$ cat config.mk
export PLATFORM = sky130hd
export DESIGN_NAME = pipe_skid_stage
export DESIGN_NICKNAME = d
export VERILOG_FILES = /design/src/rtl/pipe_pkg.sv /design/src/rtl/pipe_sat_counter.sv /design/src/rtl/pipe_skid_stage.sv
export SDC_FILE = /design/constraint.sdc
export NUM_CORES = 1
export LEC_CHECK = 0
export ABC_AREA = 1
export CAP_MARGIN = 10
export CORE_UTILIZATION = 52
export DETAILED_ROUTE_END_ITERATION = 8
export MAX_ROUTING_LAYER = met4
export PLACE_DENSITY = 0.92
export SLEW_MARGIN = 15
export SYNTH_ARGS = -nofsm -noshare
export SYNTH_HDL_FRONTEND = slang
export SYNTH_SLANG_ARGS = --single-unit
$ cat constraint.sdc
create_clock -name clk -period 3.6 [get_ports clk]
set_clock_uncertainty 0.15 [all_clocks]
set_input_delay 0.54 -clock clk [delete_from_list [all_inputs] [get_ports clk]]
set_output_delay 0.54 -clock clk [all_outputs]
set_load 0.01 [all_outputs]
$ cat src/rtl/pipe_pkg.sv
// Shared types and constants for the generic pipeline-stage register.
package pipe_pkg;

    typedef enum logic [1:0] {
        OCC_EMPTY = 2'd0,
        OCC_ONE   = 2'd1,
        OCC_TWO   = 2'd2
    } occ_t;

    localparam int PIPE_PAYLOAD_W = 64;

    // EX/MEM carries an encoded addi x0,x0,0 so a bubble decodes as a real NOP.
    localparam logic [PIPE_PAYLOAD_W-1:0] EXMEM_NOP_PAYLOAD = 64'h0000_0000_0000_0013;
    localparam logic [PIPE_PAYLOAD_W-1:0] MEMWB_NOP_PAYLOAD = 64'h0000_0000_0000_0000;

endpackage

$ cat src/rtl/pipe_sat_counter.sv
// Saturating performance counter; adds 0..3 per cycle, clears synchronously.
module pipe_sat_counter #(
    parameter int CNT_W = 32
) (
    input  logic             clk,
    input  logic             reset,
    input  logic             clr,
    input  logic [1:0]       inc_amt,
    output logic [CNT_W-1:0] count
);

    logic [CNT_W-1:0] r_count;
    logic [CNT_W:0]   w_sum;

    assign w_sum = {1'b0, r_count} + (CNT_W+1)'(inc_amt);

    always_ff @(posedge clk) begin
        if (reset || clr) begin
            r_count <= '0;
        end else if (w_sum[CNT_W]) begin
            r_count <= '1;
        end else begin
            r_count <= w_sum[CNT_W-1:0];
        end
    end

    assign count = r_count;

endmodule

$ cat src/rtl/pipe_skid_stage.sv
// Parametrised valid/ready pipeline stage with optional 2-entry skid buffer,
// flush-to-NOP and saturating stall/bubble/drop counters.
module pipe_skid_stage #(
    parameter int                WIDTH     = 64,
    parameter logic [WIDTH-1:0]  NOP_VALUE = '0,
    parameter int                SKID      = 1,
    parameter int                CNT_W     = 32
) (
    input  logic             clk,
    input  logic             reset,
    input  logic             in_valid,
    output logic             in_ready,
    input  logic [WIDTH-1:0] in_data,
    output logic             out_valid,
    input  logic             out_ready,
    output logic [WIDTH-1:0] out_data,
    input  logic             flush,
    input  logic             clr_cnt,
    output logic [1:0]       occupancy,
    output logic [CNT_W-1:0] stall_cnt,
    output logic [CNT_W-1:0] bubble_cnt,
    output logic [CNT_W-1:0] drop_cnt
);
    import pipe_pkg::*;

    occ_t             r_state;
    occ_t             w_state_next;
    logic [WIDTH-1:0] r_main;
    logic [WIDTH-1:0] w_main_next;
    logic [WIDTH-1:0] w_skid;
    logic             w_in_ready;
    logic             w_out_valid;
    logic             w_acc;
    logic             w_ret;
    logic [1:0]       w_stall_amt;
    logic [1:0]       w_bubble_amt;
    logic [1:0]       w_drop_amt;

    assign w_out_valid = (r_state != OCC_EMPTY);
    assign w_acc       = in_valid & w_in_ready;
    assign w_ret       = w_out_valid & out_ready;

    always_comb begin
        w_state_next = r_state;
        w_main_next  = r_main;
        if (flush) begin
            w_state_next = OCC_EMPTY;
            w_main_next  = NOP_VALUE;
        end else begin
            case (r_state)
                OCC_EMPTY: begin
                    if (w_acc) begin
                        w_state_next = OCC_ONE;
                        w_main_next  = in_data;
                    end
                end
                OCC_ONE: begin
                    if (w_acc && w_ret) begin
                        w_main_next = in_data;
                    end else if (w_acc && (SKID != 0)) begin
                        w_state_next = OCC_TWO;
                    end else if (w_ret && !w_acc) begin
                        w_state_next = OCC_EMPTY;
                        w_main_next  = NOP_VALUE;
                    end
                end
                OCC_TWO: begin
                    if (w_ret) begin
                        w_state_next = OCC_ONE;
                        w_main_next  = w_skid;
                    end
                end
                default: begin
                    w_state_next = OCC_EMPTY;
                    w_main_next  = NOP_VALUE;
                end
            endcase
        end
    end

    always_ff @(posedge clk) begin
        if (reset) begin
            r_state <= OCC_EMPTY;
            r_main  <= NOP_VALUE;
        end else begin
            r_state <= w_state_next;
            r_main  <= w_main_next;
        end
    end

    generate
        if (SKID != 0) begin : g_skid
            logic [WIDTH-1:0] r_skid;
            logic [WIDTH-1:0] w_skid_next;
            logic             r_in_ready;

            always_comb begin
                w_skid_next = r_skid;
                if (flush) begin
                    w_skid_next = NOP_VALUE;
                end else if ((r_state == OCC_ONE) && w_acc && !w_ret) begin
                    w_skid_next = in_data;
                end else if ((r_state == OCC_TWO) && w_ret) begin
                    w_skid_next = NOP_VALUE;
                end
            end

            // Registered ready: look ahead at next occupancy so out_ready never reaches in_ready.
            always_ff @(posedge clk) begin
                if (reset) begin
                    r_skid     <= NOP_VALUE;
                    r_in_ready <= 1'b1;
                end else begin
                    r_skid     <= w_skid_next;
                    r_in_ready <= (w_state_next != OCC_TWO);
                end
            end

            assign w_skid     = r_skid;
            assign w_in_ready = r_in_ready;
        end else begin : g_noskid
            assign w_skid     = NOP_VALUE;
            assign w_in_ready = !w_out_valid | out_ready;
        end
    endgenerate

    // Flushed payloads: everything held minus what downstream took, plus any same-cycle accept.
    assign w_stall_amt  = {1'b0, w_out_valid & ~out_ready};
    assign w_bubble_amt = {1'b0, ~w_out_valid & ~flush};
    assign w_drop_amt   = flush ? (2'(r_state) - {1'b0, w_ret} + {1'b0, w_acc}) : 2'd0;

    pipe_sat_counter #(.CNT_W(CNT_W)) u_stall_cnt (
        .clk     (clk),
        .reset   (reset),
        .clr     (clr_cnt),
        .inc_amt (w_stall_amt),
        .count   (stall_cnt)
    );

    pipe_sat_counter #(.CNT_W(CNT_W)) u_bubble_cnt (
        .clk     (clk),
        .reset   (reset),
        .clr     (clr_cnt),
        .inc_amt (w_bubble_amt),
        .count   (bubble_cnt)
    );

    pipe_sat_counter #(.CNT_W(CNT_W)) u_drop_cnt (
        .clk     (clk),
        .reset   (reset),
        .clr     (clr_cnt),
        .inc_amt (w_drop_amt),
        .count   (drop_cnt)
    );

    assign in_ready  = w_in_ready;
    assign out_valid = w_out_valid;
    assign out_data  = r_main;
    assign occupancy = 2'(r_state);

endmodule

Word-level counts from Yosys, hierarchy flattened
Index checks and enable logic that the tools add are counted.
W data, S select, Z words.
{"block": "totals", "register_bits": 227, "out_inout_bits": 164}
{"block": "op_classes", "add_sub_neg": 5, "eq_ne": 7, "n_mux": 19, "bitwise": 7, "reduce_logical": 13}
{"cell": "$mux W64", "count": 7}
{"cell": "$pmux W64 S3", "count": 1}
{"cell": "$mux W32", "count": 3}
{"cell": "$add A32 B1 Y33", "count": 2}
{"cell": "$add A32 B2 Y33", "count": 1}
{"cell": "$mux W2", "count": 7}
{"cell": "$ne A2 B2 Y1 const B", "count": 3}
{"cell": "$ne A3 B3 Y1 const B", "count": 2}
{"cell": "$pmux W2 S3", "count": 1}
{"cell": "$logic_and A1 B1 Y1", "count": 5}
{"cell": "$and A1 B1 Y1", "count": 4}
{"cell": "$reduce_and A4 Y1", "count": 1}
{"cell": "$reduce_bool A2 Y1", "count": 2}
{"cell": "$not A1 Y1", "count": 3}
{"cell": "$add A2 B1 Y2", "count": 1}
{"cell": "$eq A2 B1 Y1 const B", "count": 1}
{"cell": "$eq A2 B2 Y1 const B", "count": 1}
{"cell": "$logic_not A1 Y1", "count": 2}
{"cell": "$logic_not A2 Y1", "count": 1}
{"cell": "$reduce_or A2 Y1", "count": 1}
{"cell": "$sub A2 B1 Y2", "count": 1}
{"cell": "$logic_or A1 B1 Y1", "count": 1}

Depth between registers and ports, before layout
{"block": "logic_depth", "ltp_word": 9, "depth_mapped": 21, "ltp_nobuf": 21}

Hierarchy
From an unflattened synthesis, not the netlist that was laid out.
{"block": "hier_totals", "cells_unflattened": 1784, "area_unflattened_um2": 11617.4}
{"module": "pipe_skid_stage", "n_inst": 1, "cells_per_inst": 826, "area_each_um2": 5683.0, "seq_area_each_um2": 2622.5}
{"module": "pipe_sat_counter (u_bubble_cnt ...)", "n_inst": 2, "cells_per_inst": 318, "area_each_um2": 1966.9, "seq_area_each_um2": 640.6}
{"module": "pipe_sat_counter (u_drop_cnt)", "n_inst": 1, "cells_per_inst": 322, "area_each_um2": 2000.7, "seq_area_each_um2": 640.6}

Worst setup path before layout
Ideal clock, no wire load.
{"block": "synth_path", "path_kind": "register -> register", "from": "reg r_state[0], in the netlist occupancy[0]", "to": "reg u_drop_cnt.r_count[5], in the netlist u_drop_cnt.count[5]", "setup_time_ns": 0.075, "arrival_time_ns": 2.883, "t_required_ns": 3.375, "slack_ns": 0.492, "path_stages_with_launch": 18, "n_path_buf": 1, "synth_period_minus_slack_ns": 3.108, "path_cell_list": "dfxtp_1 nor2_1 inv_1 nand2_1 ha_1 inv_1 ha_1 inv_1 nor2_1 nor3_1 inv_1 fa_1 nor2_4 nand2_2 nor2_4 nand3b_4 buf_2 a31oi_1"}
{"block": "synth_via", "elab_chain_cells": 7}
{"element": "start: declaration", "line_no": "pipe_skid_stage.sv:26", "rtl": "occ_t r_state;"}
{"element": "start signal: assignment", "line_no": "pipe_skid_stage.sv:86", "rtl": "r_state <= w_state_next;"}
{"element": "$reduce_bool A2 Y1", "line_no": "pipe_skid_stage.sv:39", "rtl": "assign w_out_valid = (r_state != OCC_EMPTY);"}
{"element": "net out_valid", "line_no": "pipe_skid_stage.sv:14", "rtl": "output logic out_valid,"}
{"element": "$and A1 B1 Y1", "line_no": "pipe_skid_stage.sv:41", "rtl": "assign w_ret = w_out_valid & out_ready;"}
{"element": "$sub A2 B1 Y2", "line_no": "pipe_skid_stage.sv:130", "rtl": "assign w_drop_amt = flush ? (2'(r_state) - {1'b0, w_ret} + {1'b0, w_acc}) : 2'd0;"}
{"element": "$add A2 B1 Y2", "line_no": "pipe_skid_stage.sv:130"}
{"element": "$mux W2", "line_no": "pipe_skid_stage.sv:130"}
{"element": "$add A32 B2 Y33", "line_no": "pipe_sat_counter.sv:15", "rtl": "assign w_sum = {1'b0, r_count} + (CNT_W+1)'(inc_amt);"}
{"element": "$mux W32", "line_no": "pipe_sat_counter.sv:20", "rtl": "end else if (w_sum[CNT_W]) begin"}
{"element": "end signal: assignment", "line_no": "pipe_sat_counter.sv:23", "rtl": "r_count <= w_sum[CNT_W-1:0];"}
{"element": "end: declaration", "line_no": "pipe_sat_counter.sv:12", "rtl": "logic [CNT_W-1:0] r_count;"}
The timed path passes the listed nets, and every way through them passes these cells.
A chain may end at the register's enable or synchronous reset.

Worst setup path after layout
{"block": "layout_path", "from": "reg r_state[1], in the netlist occupancy[1]", "to": "reg u_drop_cnt.r_count[26], in the netlist u_drop_cnt.count[26]"}
{"block": "layout_via", "elab_chain_cells": 7}
{"element": "$reduce_bool A2 Y1", "line_no": "pipe_skid_stage.sv:39"}
{"element": "$and A1 B1 Y1", "line_no": "pipe_skid_stage.sv:41"}
{"element": "$sub A2 B1 Y2 *", "line_no": "pipe_skid_stage.sv:130"}
{"element": "$add A2 B1 Y2 *", "line_no": "pipe_skid_stage.sv:130"}
{"element": "$mux W2 *", "line_no": "pipe_skid_stage.sv:130"}
{"element": "$add A32 B2 Y33 *", "line_no": "pipe_sat_counter.sv:15"}
{"element": "$mux W32 *", "line_no": "pipe_sat_counter.sv:20"}
Every way passes the cells marked *; elsewhere a longest branch is shown, timed or not.

==> results.md <==
- The cell count after synthesis is 1773.
- The areal power density over the cells is 393 nW/um2.
- The peak supply drop is 0.348 mV.
- Across all hold checks on the routed design, the worst slack comes to 319 ps.
- The count of final hold-check violations is 0.
- The detailed router's first-iteration violation count is 1023.
- The Yosys warning count is 0.
- After detailed routing, the number of vias per cell comes to 5.39.
- After synthesis, the largest family of logic cells by area is simple AND/OR/NAND/NOR gates.
- The time the final worst path needs with I/O delays and setup is 3250 ps.
- Counting every net in the synthesized netlist gives 1853.
- The slew at the pin with the worst max-slew slack is 735 ps.
- The share of total power dissipated in sequential elements is 0.442.
- For this design the total switching power over the nets is 1.36 mW.
- In this run the number of H-tree levels came out at 1.
- The count of flip-flops with a built-in enable after synthesis is 0.
- The area added between synthesis and finish is 29.6%.
- The share of synthesized area in the top cell type comes to 0.398.
- Counting stages on the worst path, the most repeated cell is sky130_fd_sc_hd__inv_1.
- The initial antenna violation count is 2.
- Setup slack on the critical path of the routed design comes to 346 ps.
- The run finished with clean final reports.
- The wire length after detailed routing is 34.5 mm.
- The share of cell area taken by muxes after synthesis is 0.
- The first-pass GRT wire length is 54.8 mm.
- After routing the design area is 14800 um2.
- The final count of pins violating max slew is 0.
- The sequential area share after synthesis is 0.398.
- Yosys attributes the largest share of cell area to sky130_fd_sc_hd__dfxtp_1 40%, sky130_fd_sc_hd__nand2_1 22%, sky130_fd_sc_hd__nand3_1 10%, sky130_fd_sc_hd__a21oi_1 7.4%, sky130_fd_sc_hd__nor2_1 5.1%.
- Of the total power, combinational logic draws 0.081.
- The total leakage power is 5.74 nW.
- The fraction of the mapped netlist area in compound gates came to 0.0851.
- The initial cell density of the core is 0.536.
- The count of nets left with antenna violations once routing finished came out at 0.
- The floorplan has 53 rows.
- Clock latency on the worst-skew pair, taken at its later pin, is 510 ps.
- The proportion of synthesized flip-flops having asynchronous set or reset is 0.
- Of the cells placed in the final design, the portion with a size suffix greater than 1 is 0.0498.
- The nature of the critical path endpoint is a flip-flop.
- The prevailing post-synth register cell is sky130_fd_sc_hd__dfxtp_1.
- The min-delay analysis places its worst path in the category flip-flop to flip-flop.
- For this design the top-level I/O count stands at 234.
- The number of max-cap violations is 0.
- Once detailed placement completed, the half-perimeter wirelength came to 23.2 mm.
- In the global route stage, overall resource usage came out at 0.308.
- The total overflow left after global routing is 0.
- The synthesized design contains 227 register bits.
- The pre-antenna-repair detailed-routing pass consisted of 5 iterations.
- The total of hold buffers inserted after clock tree synthesis is 0.
- The total area inside the core boundary comes to 21300 um2.
- The total standard cell area after synthesis is 11400 um2.
- Timing would allow up to 0.307 GHz.
- The clock network power share is 0.478.
- The final net count is 2051.
- The cell type of the slowest stage on the worst timing path is sky130_fd_sc_hd__fa_1.
- For this run, design rule violations remaining after detail routing come to 0.
- Of the total synthesized cell area, the portion taken by full adders, half adders and majority gates is 0.0116.
- The count of cell types in the netlist is 30.
- The worst slew slack as a fraction of its limit is 0.510.
- The cell accounting for the most synthesized area is sky130_fd_sc_hd__dfxtp_1.
- Buffers inserted during clock tree synthesis total 25.
- STA classifies the critical path startpoint as a flip-flop.
- The floorplan step defined a die boundary enclosing 22500 um2.
- The number of placed instances, taps included, is 2219.
- The internal cell power is 4.46 mW.
- The largest single stage delay on the critical path is 440 ps.
- The share of the clock period used by the worst path after layout is 0.904.
- Clock-pin slew was measured on the worst setup and hold paths at 60 ps.
- The simple-gate portion of the synthesized area is 0.391.
- The biggest fanout along the worst timing path is 31.
- Setup repair after global routing left no endpoint under its margin.
- Setup violations remaining at the end of the flow were counted as 0.
- The die is 150 um tall.
- The maximum root-to-sink buffer count is 3.
- The number of gates given a new drive strength after cts is 0.
- The detailed-route via count is 12200.
- The weighted congestion at the end of routability-driven global placement is 0.964.
- The worst setup timing slack at the placement stage is 17.3 ps.
- Traced cell by cell, the critical path runs through nor2_2 > inv_1 > nand2_1 > ha_1 > inv_1 > ha_1 > nand2_1 > inv_1 > ha_1 > inv_1 > fa_1 > nor2_4 > nand2_2 > nor2_4 > nand3b_4 > buf_12 > nand3_1 > nand2_1 > inv_1.
- The number of sinks on the clock net is 227.
- The post-synthesis share of cell area spent on xor and xnor gates is 0.0223.
- The number of global-route vias before repair is 11300.
- The average wire length per cell after detail routing is 15.2 um.
- The synthesized area per cell is 6.43 um2.
- The root buffer cell chosen for the clock tree is sky130_fd_sc_hd__clkbuf_16.
- The start-to-end type of the worst setup path is flip-flop to flip-flop.
- The share of the core filled with cells is 0.694.
- In this run the horizontal extent of the chip is 150 um.
- The overall power of the completed layout is 5.81 mW.
- The switching part of the total power is 0.233.
- The number of standard cells in the final layout excluding fillers is 2266.
- Entering global routing, the biggest net connects 70 pins.
- In this run the cell area measured after placement is 13900 um2.
- The data arrival time of the worst path is 3560 ps.
- The number of setup buffers added after CTS is 0.
- The total negative setup slack is 0 ps.
- TritonCTS built the clock tree.
- Port buffering added 233 buffers.
- The worst path required time is 3900 ps.
power groups by stage:
stage          sequential, mW  combinational [mW]  clock, mW
3_5_place_dp             2.62               0.458          0
3_3_place_gp             2.62               0.451          0
2_1_floorplan            2.63               0.235          0
5_1_grt                  2.57               0.506       2.91
4_1_cts                  2.57               0.465       2.81
6_report                 2.57               0.469       2.78
cell type report:
| type | instances | area [um2] |
|---|---|---|
| Clock inverter | 12 | 189 |
| Multi-Input combinational cell | 1309 | 5850 |
| Antenna cell | 2 | 5.00 |
| Fill cell | 1742 | 6500 |
| Timing Repair Buffer | 255 | 2550 |
| Inverter | 153 | 576 |
| Tap cell | 275 | 344 |
| Sequential cell | 227 | 4550 |
| Clock buffer | 33 | 726 |
routing by layer:
metal,share of wire,vias to the layer above,track usage,routed length (um)
met5,0,-,-,0
met4,0.032,0,0.105,1100
met3,0.082,90,0.0512,2840
met2,0.47,531,0.502,16200
met1,0.42,5576,0.387,14300
li1,-,6008,-,-
worst max-delay path: cells and delay by family (launching register included):
kind                       cells  cell delay (ps)
DFF                            1              390
adders and majority gates      4             1180
buffers and inverters          6              600
and+or+nand+nor                9              870
synthesized netlist by cell type (3+ instances only):
cell / n
sky130_fd_sc_hd__xnor2_1: 9
sky130_fd_sc_hd__xor2_1: 20
sky130_fd_sc_hd__nand3b_1: 4
sky130_fd_sc_hd__nor2_2: 8
sky130_fd_sc_hd__nand2_1: 658
sky130_fd_sc_hd__clkbuf_1: 34
sky130_fd_sc_hd__nand4_1: 4
sky130_fd_sc_hd__inv_2: 3
sky130_fd_sc_hd__nand2_2: 3
sky130_fd_sc_hd__nor2_1: 156
sky130_fd_sc_hd__inv_1: 149
sky130_fd_sc_hd__o21ai_0: 14
sky130_fd_sc_hd__o21bai_1: 4
sky130_fd_sc_hd__a21oi_1: 169
sky130_fd_sc_hd__dfxtp_1: 227
sky130_fd_sc_hd__nand3_1: 233
sky130_fd_sc_hd__nor2_4: 3
sky130_fd_sc_hd__buf_4: 6
sky130_fd_sc_hd__a31oi_1: 4
sky130_fd_sc_hd__buf_2: 31
sky130_fd_sc_hd__ha_1: 9
sky130_fd_sc_hd__buf_6: 12
sky130_fd_sc_hd__or2_2: 5
registers in the layout, indices dropped and copies added (netlist names):
signal              count
in_ready                1
out_data               64
u_drop_cnt.count       32
g_skid.r_skid          64
occupancy               2
u_bubble_cnt.count     32
u_stall_cnt.count      32
layout by cell type, fill, tap and decap left out, drive strengths merged, types with 6 or more instances in the layout:
cell / instances
xnor2: 9
nand3: 235
dfxtp: 227
o21ai: 14
or2: 6
xor2: 20
ha: 9
inv: 153
buf: 22
nor2: 167
a21oi: 169
nand2: 661
clkbuf: 33
clkdlybuf4s50: 233
clkinv: 7
worst paths after layout:
| check | cells past startpoint | slack [ps] | startpoint | to |
|---|---|---|---|---|
| worst max register to register | 19 | 350 | occupancy[1] | u_drop_cnt.count[26] |
| worst min-delay path | 2 | 320 | out_data[14] | out_data[14] |
| worst max-delay path | 19 | 350 | occupancy[1] | u_drop_cnt.count[26] |
| worst min register to register | 2 | 320 | out_data[14] | out_data[14] |
kinds of logic after synthesis:
logic type               Yosys count
AO/OA/AOI/OAI                    191
AND/OR/NAND/NOR                 1079
flip-flops                       227
XOR/XNOR                          29
adder cells (fa/ha/maj)           10
buffers and inverters            237
Note: power is estimated with default switching activity, not from simulation.
==> patch (config.mk and constraints unchanged) <==
Change the parameter `WIDTH` from 64 to 32.
--- a/src/rtl/pipe_skid_stage.sv
+++ b/src/rtl/pipe_skid_stage.sv
@@ -1,7 +1,7 @@
 // Parametrised valid/ready pipeline stage with optional 2-entry skid buffer,
 // flush-to-NOP and saturating stall/bubble/drop counters.
 module pipe_skid_stage #(
-    parameter int                WIDTH     = 64,
+    parameter int                WIDTH     = 32,
     parameter logic [WIDTH-1:0]  NOP_VALUE = '0,
     parameter int                SKID      = 1,
     parameter int                CNT_W     = 32
Ports: changed (resized in_data and out_data); port bits go from 234 to 170. The function was not compared with the original's and may differ.
==> patch against the unedited design <==
  * Wire length fell by 29%
  * Count of clock-buffer cells in the layout down 16
  * Sequential power is 29% lower
  * Final area decreased by 24%
  * Sequential share of layout area is 1.7 points lower
  * Total power decreased by 33%
  * Worst setup slack lost 68 ps
  * Sequential cell count shrank 64
  * Highest routed layer unchanged
  * Register-to-register slack better by 30 ps
  * Area after synthesis fell by 24%
==> patch: results (changes against the unedited design) <==
The kind of cell with the highest combined delay along the critical path is buffers and inverters. The highest cell delay on the worst timing path works out to 490 ps (+50 ps). The via count of the routed design was 9487 (-22%); the quantity of I/O buffers inserted on ports was 169 (-27%). The detailed placer's ending HPWL was 17500 um (-25%); the wire length per cell after detailed routing was 13.9 um (-8.6%). The run gives 35 (+17%) as the count of different cell masters after synthesis.

The maximum net fanout on the critical path was 20 (-35%); the share of the final layout cell area in multi-input gates was 0.416 (+0.0200). For the first-pass iteration count of the detailed router, the log shows 6 (+1). The met1 routing resource usage after global routing is 0.362 (-0.0245). The tools report the static leakage as 4.35 nW (-24%). The average instance area after synthesis is 6.32 sq um (-1.7%), and the buffering overhead is 0.169 (-0.00374).

The minimum setup slack after placement is -189 ps (-206 ps), and the deepest clock path buffer count is 2 (-1). The commonest cells after synthesis are 496 x sky130_fd_sc_hd__nand2_1, 163 x sky130_fd_sc_hd__dfxtp_1, 162 x sky130_fd_sc_hd__nor2_1. The register area share after synthesis was 0.375 (-0.0231). The proportion of layout cells with a drive suffix above 1 was 0.0656 (+0.0159).

The flow ran to the end, and the final reports show no timing, DRC or antenna violations. Arithmetic-cell share of the synthesized area counting full adders, half adders and majority gates: 0.0153 (+0.00363). The post-layout net count was 1589 (-23%); the global routing usage on met2 was 0.469 (-0.0326).

The number of nets produced by synthesis was 1423 (-23%); the number of non-clock inverters in the layout was 145 (-5.2%). The first-pass GRT wire length was 40100 um (-27%). The routed length on met1 is 10300 um (-28%).

Wire length on met3: 1840 um (-35%). Number of sinks handled by clock tree synthesis: 163 (-28%). The count of multi-input gates is 1020 (-22%). The amount of wire on met2 after detailed routing is 11800 um (-27%). The share of the synthesized area in compound gates (AO/OA/AOI/OAI) was 0.0764 (-0.00871).

The logs give 1322 (-24%) for the fill cell instance count of the final layout and 0 (-2) for the antenna diode count. The sequential cell area came out at 3260 sq um (-28%). The normalized max-slew margin was 0.251 (-0.259). For this design, the slowest cell found on the critical path is sky130_fd_sc_hd__clkdlybuf4s50_1. Yosys attributes the largest share of cell area to sky130_fd_sc_hd__dfxtp_1 38%, sky130_fd_sc_hd__nand2_1 21%, sky130_fd_sc_hd__nand3_1 9.2%, sky130_fd_sc_hd__nor2_1 7.0%, sky130_fd_sc_hd__inv_1 6.0%.
patch: worst paths after layout:
path / from / slack [ps] / cells after the start / endpoint
min reg2reg: out_data[8] / 310 / 2 / out_data[8]
max: out_ready / 280 / 20 / u_drop_cnt.count[20]
min: out_data[8] / 310 / 2 / out_data[8]
max reg2reg: occupancy[1] / 380 / 19 / u_drop_cnt.count[20]
patch: power breakdown:
group / internal [W] / switching [W]
clock network: 0.000932 / 0.000862
logic: 0.000109 / 0.000153
registers: 0.00182 / 0.0000106
patch: stage by stage:
step / utilization / setup TNS [ps] / power [W] / cell area, sq um
6_report: 0.696 / 0 / 0.00389 / 11200
5_1_grt: 0.696 / 0 / 0.00402 / 11200
4_1_cts: 0.695 / 0 / 0.00391 / 11200
3_5_place_dp: 0.659 / -4490 / 0.00213 / 10600
3_3_place_gp: 0.659 / -2140 / 0.00213 / 10600
2_1_floorplan: - / 0 / 0.00201 / 8690
